===== src/rtl/pmodcharlie_arbiter.sv =====
// pmodcharlie_arbiter: shares one 8-digit charlieplexed display among NUM_REQ
// requesters. The winner keeps the display for at least HOLD_CYCLES clocks.
// While it owns the display, the owner may replace its word, which restarts
// the hold. When the hold expires, ownership rotates round-robin.
//
// Handshake: a word on req_data[32*i +: 32] is accepted on a rising clk edge
// when req_valid[i] & req_ready[i]. req_ready is combinational and one-hot
// or zero. It may depend on req_valid, but req_valid must not depend on
// req_ready. A requester may withdraw req_valid at any time.
//
// The busy output is the FSM state as seen from outside (1 = HOLD, 0 = IDLE).
module pmodcharlie_arbiter #(
    parameter int          NUM_REQ       = 2,
    parameter real         CLK_FREQUENCY = 12E6,
    parameter int          HOLD_MS       = 500,
    parameter logic [31:0] IDLE_PATTERN  = 32'h0000_0000,
    parameter bit          BLANK_ON_IDLE = 1'b0
) (
    input  logic                                        clk,
    input  logic                                        rst,
    input  logic [NUM_REQ-1:0]                          req_valid,
    input  logic [32*NUM_REQ-1:0]                       req_data,
    output logic [NUM_REQ-1:0]                          req_ready,
    output logic [31:0]                                 display_data,
    output logic [((NUM_REQ > 1) ? $clog2(NUM_REQ) : 1)-1:0] owner,
    output logic                                        busy
);

    localparam int HOLD_CYCLES = $rtoi($ceil(CLK_FREQUENCY * HOLD_MS / 1000.0));
    localparam int TW          = $clog2(HOLD_CYCLES + 1);
    localparam int OW          = (NUM_REQ > 1) ? $clog2(NUM_REQ) : 1;
    localparam logic [TW-1:0] RELOAD = TW'(HOLD_CYCLES - 1);

    typedef enum logic {S_IDLE, S_HOLD} state_t;

    state_t          state_q, state_d;
    logic [TW-1:0]   timer_q, timer_d;
    logic [OW-1:0]   owner_q, owner_d;
    logic [31:0]     data_q, data_d;
    logic            busy_q, busy_d;

    logic            pick_found;
    logic [OW-1:0]   pick_idx;
    logic [OW-1:0]   scan_idx;
    logic            grant;

    // Round-robin pick. Start after the current owner. The owner is checked last.
    // The scan runs from the farthest offset to the nearest, so the nearest valid index wins.
    always_comb begin
        pick_found = 1'b0;
        pick_idx   = owner_q;
        scan_idx   = '0;
        for (int k = NUM_REQ; k >= 1; k--) begin
            scan_idx = OW'((int'(owner_q) + k) % NUM_REQ);
            if (req_valid[scan_idx]) begin
                pick_found = 1'b1;
                pick_idx   = scan_idx;
            end
        end
    end

    // Next-state, handshake and display-word selection
    always_comb begin
        state_d   = state_q;
        timer_d   = timer_q;
        owner_d   = owner_q;
        data_d    = data_q;
        req_ready = '0;
        grant     = 1'b0;

        case (state_q)
            S_IDLE: begin
                grant = pick_found;
            end
            S_HOLD: begin
                if (timer_q != '0) begin
                    // Only the owner may refresh its word. Each refresh restarts the hold.
                    if (req_valid[owner_q]) begin
                        req_ready[owner_q] = 1'b1;
                        data_d             = req_data[32*owner_q +: 32];
                        timer_d            = RELOAD;
                    end else begin
                        timer_d = timer_q - TW'(1);
                    end
                end else if (pick_found) begin
                    grant = 1'b1;
                end else begin
                    state_d = S_IDLE;
                    if (BLANK_ON_IDLE) begin
                        data_d = IDLE_PATTERN;
                    end
                end
            end
            default: begin
                state_d = S_IDLE;
            end
        endcase

        if (grant) begin
            req_ready[pick_idx] = 1'b1;
            data_d              = req_data[32*pick_idx +: 32];
            owner_d             = pick_idx;
            timer_d             = RELOAD;
            state_d             = S_HOLD;
        end

        // During reset nothing is accepted
        if (rst) begin
            req_ready = '0;
        end

        busy_d = (state_d == S_HOLD);
    end

    // State, timer and output registers with synchronous reset
    always_ff @(posedge clk) begin
        if (rst) begin
            state_q <= S_IDLE;
            timer_q <= '0;
            owner_q <= OW'(NUM_REQ - 1);
            data_q  <= IDLE_PATTERN;
            busy_q  <= 1'b0;
        end else begin
            state_q <= state_d;
            timer_q <= timer_d;
            owner_q <= owner_d;
            data_q  <= data_d;
            busy_q  <= busy_d;
        end
    end

    assign display_data = data_q;
    assign owner        = owner_q;
    assign busy         = busy_q;

endmodule


===== config.mk =====
export PLATFORM = sky130hd
export DESIGN_NAME = pmodcharlie_arbiter
export DESIGN_NICKNAME = d
export VERILOG_FILES = /design/src/rtl/pmodcharlie_arbiter.sv
export SDC_FILE = /design/constraint.sdc
export NUM_CORES = 1
export LEC_CHECK = 0
export BUFFER_PORTS_ARGS = -buffer_cell sky130_fd_sc_hd__buf_2
export CAP_MARGIN = 15
export CORE_ASPECT_RATIO = 1.25
export CORE_UTILIZATION = 44
export DETAILED_ROUTE_END_ITERATION = 7
export MAX_ROUTING_LAYER = met4
export PLACE_DENSITY = 0.76
export RECOVER_POWER = 50
export SLEW_MARGIN = 20
export SYNTH_ARGS = -nofsm -noshare
export SYNTH_HDL_FRONTEND = slang
export SYNTH_SLANG_ARGS = --single-unit

===== constraint.sdc =====
create_clock -name clk -period 2.28 [get_ports clk]
set_input_delay 0.228 -clock clk [delete_from_list [all_inputs] [get_ports clk]]
set_output_delay 0.228 -clock clk [all_outputs]
set_load 0.02 [all_outputs]

==> results of run 1 <==
-- registers in the layout (all words and copies together) (netlist names) --
register and flops:
display_data 32, timer_q 23, busy 1, owner 1
-- power groups by stage --
| stage | sequential, uW | combinational (uW) | clock, uW |
|---|---|---|---|
| floorplan | 1230 | 279 | 0 |
| global placement | 1150 | 581 | 0 |
| detailed placement | 1150 | 593 | 0 |
| CTS | 1130 | 619 | 860 |
| global route | 1150 | 773 | 921 |
| finish | 1140 | 726 | 853 |
-- kinds of logic (layout without fill, tap and decap cells) --
group,Yosys count,after routing
muxes,32,32
DFF,57,57
buffers and inverters,24,177
and+or+nand+nor,72,72
AOI/OAI and AO/OA,78,78
adders and majority gates,2,2
xor gates and xnor gates,7,7
-- worst paths after layout --
path,start,to,cells past startpoint,slack [ns]
worst min-delay path,req_data[15],display_data[15],3,0.16
worst max-delay path,timer_q[18],req_ready[0],6,-0.20
worst min register to register,display_data[13],display_data[13],1,0.46
worst max register to register,timer_q[12],display_data[7],9,-0.19
-- cell usage in the layout (no fill, tap or decap), types with 2 or more instances in the layout --
cell and count:
buf_2 83, dfxtp_1 54, buf_4 39, o2bb2ai_1 32, mux2i_1 31, nor2_1 19, clkbuf_1 19, a21oi_1 14
nand2_1 11, clkbuf_8 11, a311oi_1 10, nor3_1 8, inv_1 7, or4_4 5, nand2b_1 5, xnor2_1 5
nor4_1 5, clkbuf_16 5, buf_12 5, or3_1 4, a211oi_1 3, clkinv_2 3, buf_6 3, dfxtp_2 3
o21ai_2 2, a311oi_2 2, o21ai_0 2, or2_2 2, xor2_1 2, o21ai_1 2, ha_1 2, clkinvlp_4 2
-- critical path: stages, from the launching register on --
cell       delay [ns]
dfxtp_1          0.31
or4_4            0.56
nor4_4           0.27
buf_4            0.19
a21oi_4          0.07
a2111oi_4        0.31
buf_4            0.20
-- metal layers --
metal / vias to the layer above / routed length (um)
met3: 14 / 612
li1: 1335 / -
met2: 133 / 4370
met5: - / 0
met4: 0 / 154
met1: 1346 / 3320
-- layout make-up --
type	count	area (um2)
clock buffers	11	151
clock inverters	5	30.0
fillers	434	1800
inverters	7	26.3
multi-input cells	191	1560
flip-flops and latches	57	1140
well taps	82	103
repair buffers	154	1040
-- metrics by stage --
stage	hold slack (ns)	TNS, ns
3_3_place_gp	0.440	-0.0470
6_report	0.158	-5.51
3_5_place_dp	0.442	-1.68
5_1_grt	0.177	-8.61
4_1_cts	0.156	-3.73
2_1_floorplan	0.372	0
-- repair_timing --
| action | CTS | global route |
|---|---|---|
| setup buffers | 6 | 8 |
| pin swaps | 8 | 20 |
| hold endpoints to repair | 0 | 0 |
| endpoints found under the setup margin | 46 | 53 |
| gates cloned | 0 | 8 |
| gates resized for setup | 14 | 19 |
==> flow_metrics.py, run 1 <==
metrics = {
    "sta": {
        "period_needed_ns": 2.48,
        "tightest_slew_ns": 0.659,
        "setup_slack_ns": -0.195,
        "finalCritPeriodShare": 1.09,
        "hold_viol_final": 0,
        "fmax_ghz": 0.404,
        "relSlewSlack": 0.556,
        "final_max_slew_viol_count": 0,
        "finalSetupViolCount": 50,
        "rsz0062_at_grt": "yes",
        "finClkSkew_ns": 0.00744,
    },
    "finish": {
        "utilization": 0.692,
        "syn_to_final_growth_pct": 49.9,
        "fin_area_um2": 4050,
        "diodes": 0,
        "drive_gt1_frac": 0.426,
        "nNetsFinal": 490,
        "stdcell_count": 507,
    },
    "min_path": {
        "hold_path.class": "in -> reg",
    },
    "power": {
        "p_leak_uw": 0.00179,
        "power_uw": 2720,
        "power.switching_uw": 842,
        "peakVddDrop_v": 0.000389,
        "p_int_uw": 1880,
        "p_per_area_nw_per_um2": 671,
        "clockPowerShare": 0.314,
        "p_seq_frac": 0.420,
        "swShare": 0.310,
        "combPwrFrac": 0.267,
    },
    "global_routing": {
        "grtUsageTotal": 0.225,
        "met3_usage": 0.0413,
        "grt_max_degree": 33,
        "grt_pass1_wl_mm": 10.8,
        "antenna_found_initial": 0,
        "grt_busiest_layer": "met2",
        "met1_usage": 0.242,
        "grt_pass1_vias": 2454,
        "grt_use_met2": 0.392,
        "gr-total-overflow": 0,
    },
    "clock_network": {
        "htreeDepth": 3,
        "cts_made_buffers": 9,
        "path_clk_slew_ns": 0.06,
        "cts_tree": "built",
        "insertion_delay_ns": 0.34,
        "cts_sinks": 57,
        "cts-root-buf": "clkbuf_8",
        "clk_path_buf_depth": 2,
        "hold_buffers": 0,
    },
    "placement": {
        "place_inst": 470,
        "gp_congestion": 0.857,
        "placed_area_um2": 3520,
        "pre_cts_slack_ns": -0.0955,
        "io_buffers": 103,
        "dp_hpwl_mm": 4.93,
    },
    "synth": {
        "synth.cell_area_um2": 2710,
        "avgSynthCellArea_um2": 9.95,
        "synth_compound_area_frac": 0.228,
        "async_reset_ff_frac": 0,
        "synthDominantCellAreaShare": 0.422,
        "synth_xor_area_frac": 0.0227,
        "synth-edff-count": 0,
        "synth-simple-area-share": 0.151,
        "muxShareOfSynthArea": 0.118,
        "synth_cells": 272,
        "ys_ff_latch": 57,
        "ys_types": 44,
        "yosys.area_share.adder": 0.00925,
        "yosysSeqAreaShare": 0.422,
        "yosysWarnings": 0,
        "synth_top_family_by_area": "compound AO/OA/AOI/OAI gates",
        "ys_top_cells_by_area": "dfxtp_1 (42%), mux2i_1 (12%), o2bb2ai_1 (10%)",
        "syn-num-nets": 342,
        "synth.most_common_cell": "dfxtp_1",
        "synth-main-ff-cell": "dfxtp_1",
        "yosys.area.top_type": "dfxtp_1",
        "synth_commonest_cells": "dfxtp_1 (57), mux2i_1 (32), o2bb2ai_1 (32)",
    },
    "status": {
        "violations": "negative setup slack",
        "status": "finished, violations left",
    },
    "setup_path": {
        "required_ns": 2.05,
        "worst-endpoint-arrival_ns": 2.25,
        "critPathKind": "reg -> out",
        "crit_path_start_kind": "register",
        "crit_fanout": 4,
        "end_kind": "output pin",
    },
    "die": {
        "dieHeight_um": 89.7,
        "die_width_um": 72.1,
        "core_um2": 5860,
        "start_util": 0.462,
        "dieArea_um2": 6470,
        "io-pin-count": 104,
        "std_cell_rows": 31,
    },
    "route": {
        "vias": 2828,
        "wl_per_cell_um": 16.7,
        "drt_wl_total_mm": 8.46,
        "vias_per_cell": 5.58,
        "drtIter0Drc": 121,
        "dr.pass1.iters": 4,
        "post-route-drc-count": 0,
        "ant_nets": 0,
    },
    "job": {
        "maxCapViolCount": 0,
    },
}
Note: power is estimated with default switching activity, not from simulation.
==> inputs of run 2 (changes only) <==
Settings changed: CORE_MARGIN set to 10, PLACE_DENSITY 0.76 to 0.85.
==> flow_metrics.py, run 2 (synthesis results as in run 1) <==
metrics = {
    "finish": {
        "diodes": 0,
        "final_common_cell": "buf_2",
        "nNetsFinal": 496,
        "syn_to_final_growth_pct": 51.8,
        "fin_area_um2": 4110,
        "layout_common_cells": "buf_2 (77), dfxtp_1 (55), buf_4 (45)",
        "stdcell_count": 513,
        "fillerInstances": 457,
        "largest_reg_flops": 32,
        "drive_gt1_frac": 0.448,
    },
    "global_routing": {
        "grt_max_degree": 33,
        "grt_pass1_wl_mm": 14.0,
        "gr-total-overflow": 0,
        "antenna_found_initial": 0,
        "grt_pass1_vias": 2851,
        "grtUsageTotal": 0.178,
    },
    "setup_path": {
        "worst-endpoint-arrival_ns": 2.76,
        "max_stage_delay_ns": 0.52,
        "slowest_stage": "or4_4",
        "end_kind": "register",
        "critPathKind": "reg -> reg",
        "cp_cell_sequence": "buf_4 -> or4_4 -> or4_4 -> or3_4 -> o41ai_2 -> a21oi_1 -> a311oi_1",
        "required_ns": 2.52,
        "r2r_slack_ns": -0.24,
        "crit_fanout": 4,
        "crit-reg2reg-launch": "timer_q[1]",
        "r2r_cells": 7,
        "crit_path_start_kind": "register",
        "cpMostUsedCell": "or4_4",
        "timing.rr.end": "timer_q[19]",
    },
    "sta": {
        "finClkSkew_ns": 0.00742,
        "finalSetupViolCount": 37,
        "hold_viol_final": 0,
        "fmax_ghz": 0.397,
        "rsz0062_at_grt": "yes",
        "final_max_slew_viol_count": 0,
        "period_needed_ns": 2.52,
        "relSlewSlack": 0.682,
        "finalCritPeriodShare": 1.10,
        "tightest_slew_ns": 0.472,
        "setup_slack_ns": -0.237,
    },
    "placement": {
        "io_buffers": 103,
        "placed_area_um2": 3560,
        "gp_congestion": 0.835,
        "dp_hpwl_mm": 6.05,
        "place_inst": 478,
    },
    "job": {
        "maxCapViolCount": 0,
    },
    "die": {
        "die_width_um": 90.1,
        "dieArea_um2": 9700,
        "dieHeight_um": 108,
        "core_um2": 5900,
        "io-pin-count": 104,
        "start_util": 0.459,
        "std_cell_rows": 31,
    },
    "min_path": {
        "hold-path-endpoint": "display_data[19]",
        "worstHoldStart": "req_data[19]",
        "whs_path_depth": 3,
        "hold_path.class": "in -> reg",
    },
    "power": {
        "peakVddDrop_v": 0.000402,
        "p_per_area_nw_per_um2": 650,
        "p_leak_uw": 0.00177,
    },
    "status": {
        "status": "finished, violations left",
        "violations": "negative setup slack",
    },
    "clock_network": {
        "insertion_delay_ns": 0.34,
        "path_clk_slew_ns": 0.07,
        "cts_made_buffers": 9,
        "htreeDepth": 3,
        "cts-root-buf": "clkbuf_8",
        "cts_sinks": 57,
        "clk_path_buf_depth": 2,
        "cts_tree": "built",
        "hold_buffers": 0,
    },
    "route": {
        "wl_per_cell_um": 18.6,
        "vias_per_cell": 5.54,
        "dr.pass1.iters": 4,
        "ant_nets": 0,
        "drt_wl_total_mm": 9.52,
        "vias": 2843,
        "drtIter0Drc": 141,
        "post-route-drc-count": 0,
    },
}
run 2: cell count changes in the layout (fill, tap and decap cells not counted), moves of 3 or more:
cell and change:
clkbuf_1 +7, buf_2 -6, buf_4 +6, mux2i_1 -5
mux2i_2 +5, nor4_1 -4, clkbuf_16 -3, nor4_4 +3
run 2: layout make-up:
type	instances	area, um2	area share
multi-input cells	192	1650	0.401
flip-flops and latches	57	1140	0.279
repair buffers	159	1020	0.249
clock buffers	10	128	0.0311
well taps	82	103	0.0250
clock inverters	6	35.0	0.00853
inverters	7	26.3	0.00640
run 2: worst max-delay path, delay by kind of cell (launching register included):
| kind | cells | cell delay [ns] |
|---|---|---|
| and+or+nand+nor | 3 | 1.39 |
| buffers and inverters | 1 | 0.14 |
| DFF | 1 | 0.32 |
| AOI/OAI and AO/OA | 3 | 0.57 |
run 2: worst max-delay path by stage:
stage	from	to	slack, ns	cells after the start
floorplan	timer_q[18]	display_data[10]	0.01	8
global placement	timer_q[0]	display_data[3]	-0.20	8
detailed placement	timer_q[0]	timer_q[19]	-0.15	7
CTS	timer_q[12]	req_ready[0]	-0.16	6
global route	timer_q[12]	display_data[14]	-0.29	9
finish	timer_q[1]	timer_q[19]	-0.24	7
run 2: through the flow:
stage | total power (uW) | TNS, ns | worst slack [ns] | hold slack, ns | utilization
3_3_place_gp | 1740 | -6.62 | -0.202 | 0.440 | 0.602
4_1_cts | 2580 | -3.05 | -0.160 | 0.148 | 0.650
2_1_floorplan | 1510 | 0 | 0.0145 | 0.372 | -
6_report | 2670 | -4.89 | -0.237 | 0.151 | 0.696
5_1_grt | 2790 | -9.15 | -0.287 | 0.164 | 0.696
3_5_place_dp | 1760 | -2.40 | -0.149 | 0.444 | 0.603
run 2: where the power goes:
part	leakage, uW	internal [uW]	total, uW	switching (uW)
Sequential	0.000473	1080	1150	63.6
Clock	0.0000818	385	793	408
Combinational	0.00121	343	731	387
Total	0.00177	1810	2670	859
run 2: timing repair:
item | CTS | global route
setup endpoints to repair | 38 | 54
cloned | 1 | 4
gates resized for setup | 15 | 32
pin swaps | 11 | 24
setup buffers | 6 | 13
run 2: routing by layer:
layer,vias up,GRT usage,share of wire
met5,-,-,0
met4,0,0.0786,0.018
met3,18,0.0468,0.067
met2,121,0.291,0.49
met1,1352,0.201,0.42
li1,1352,-,-
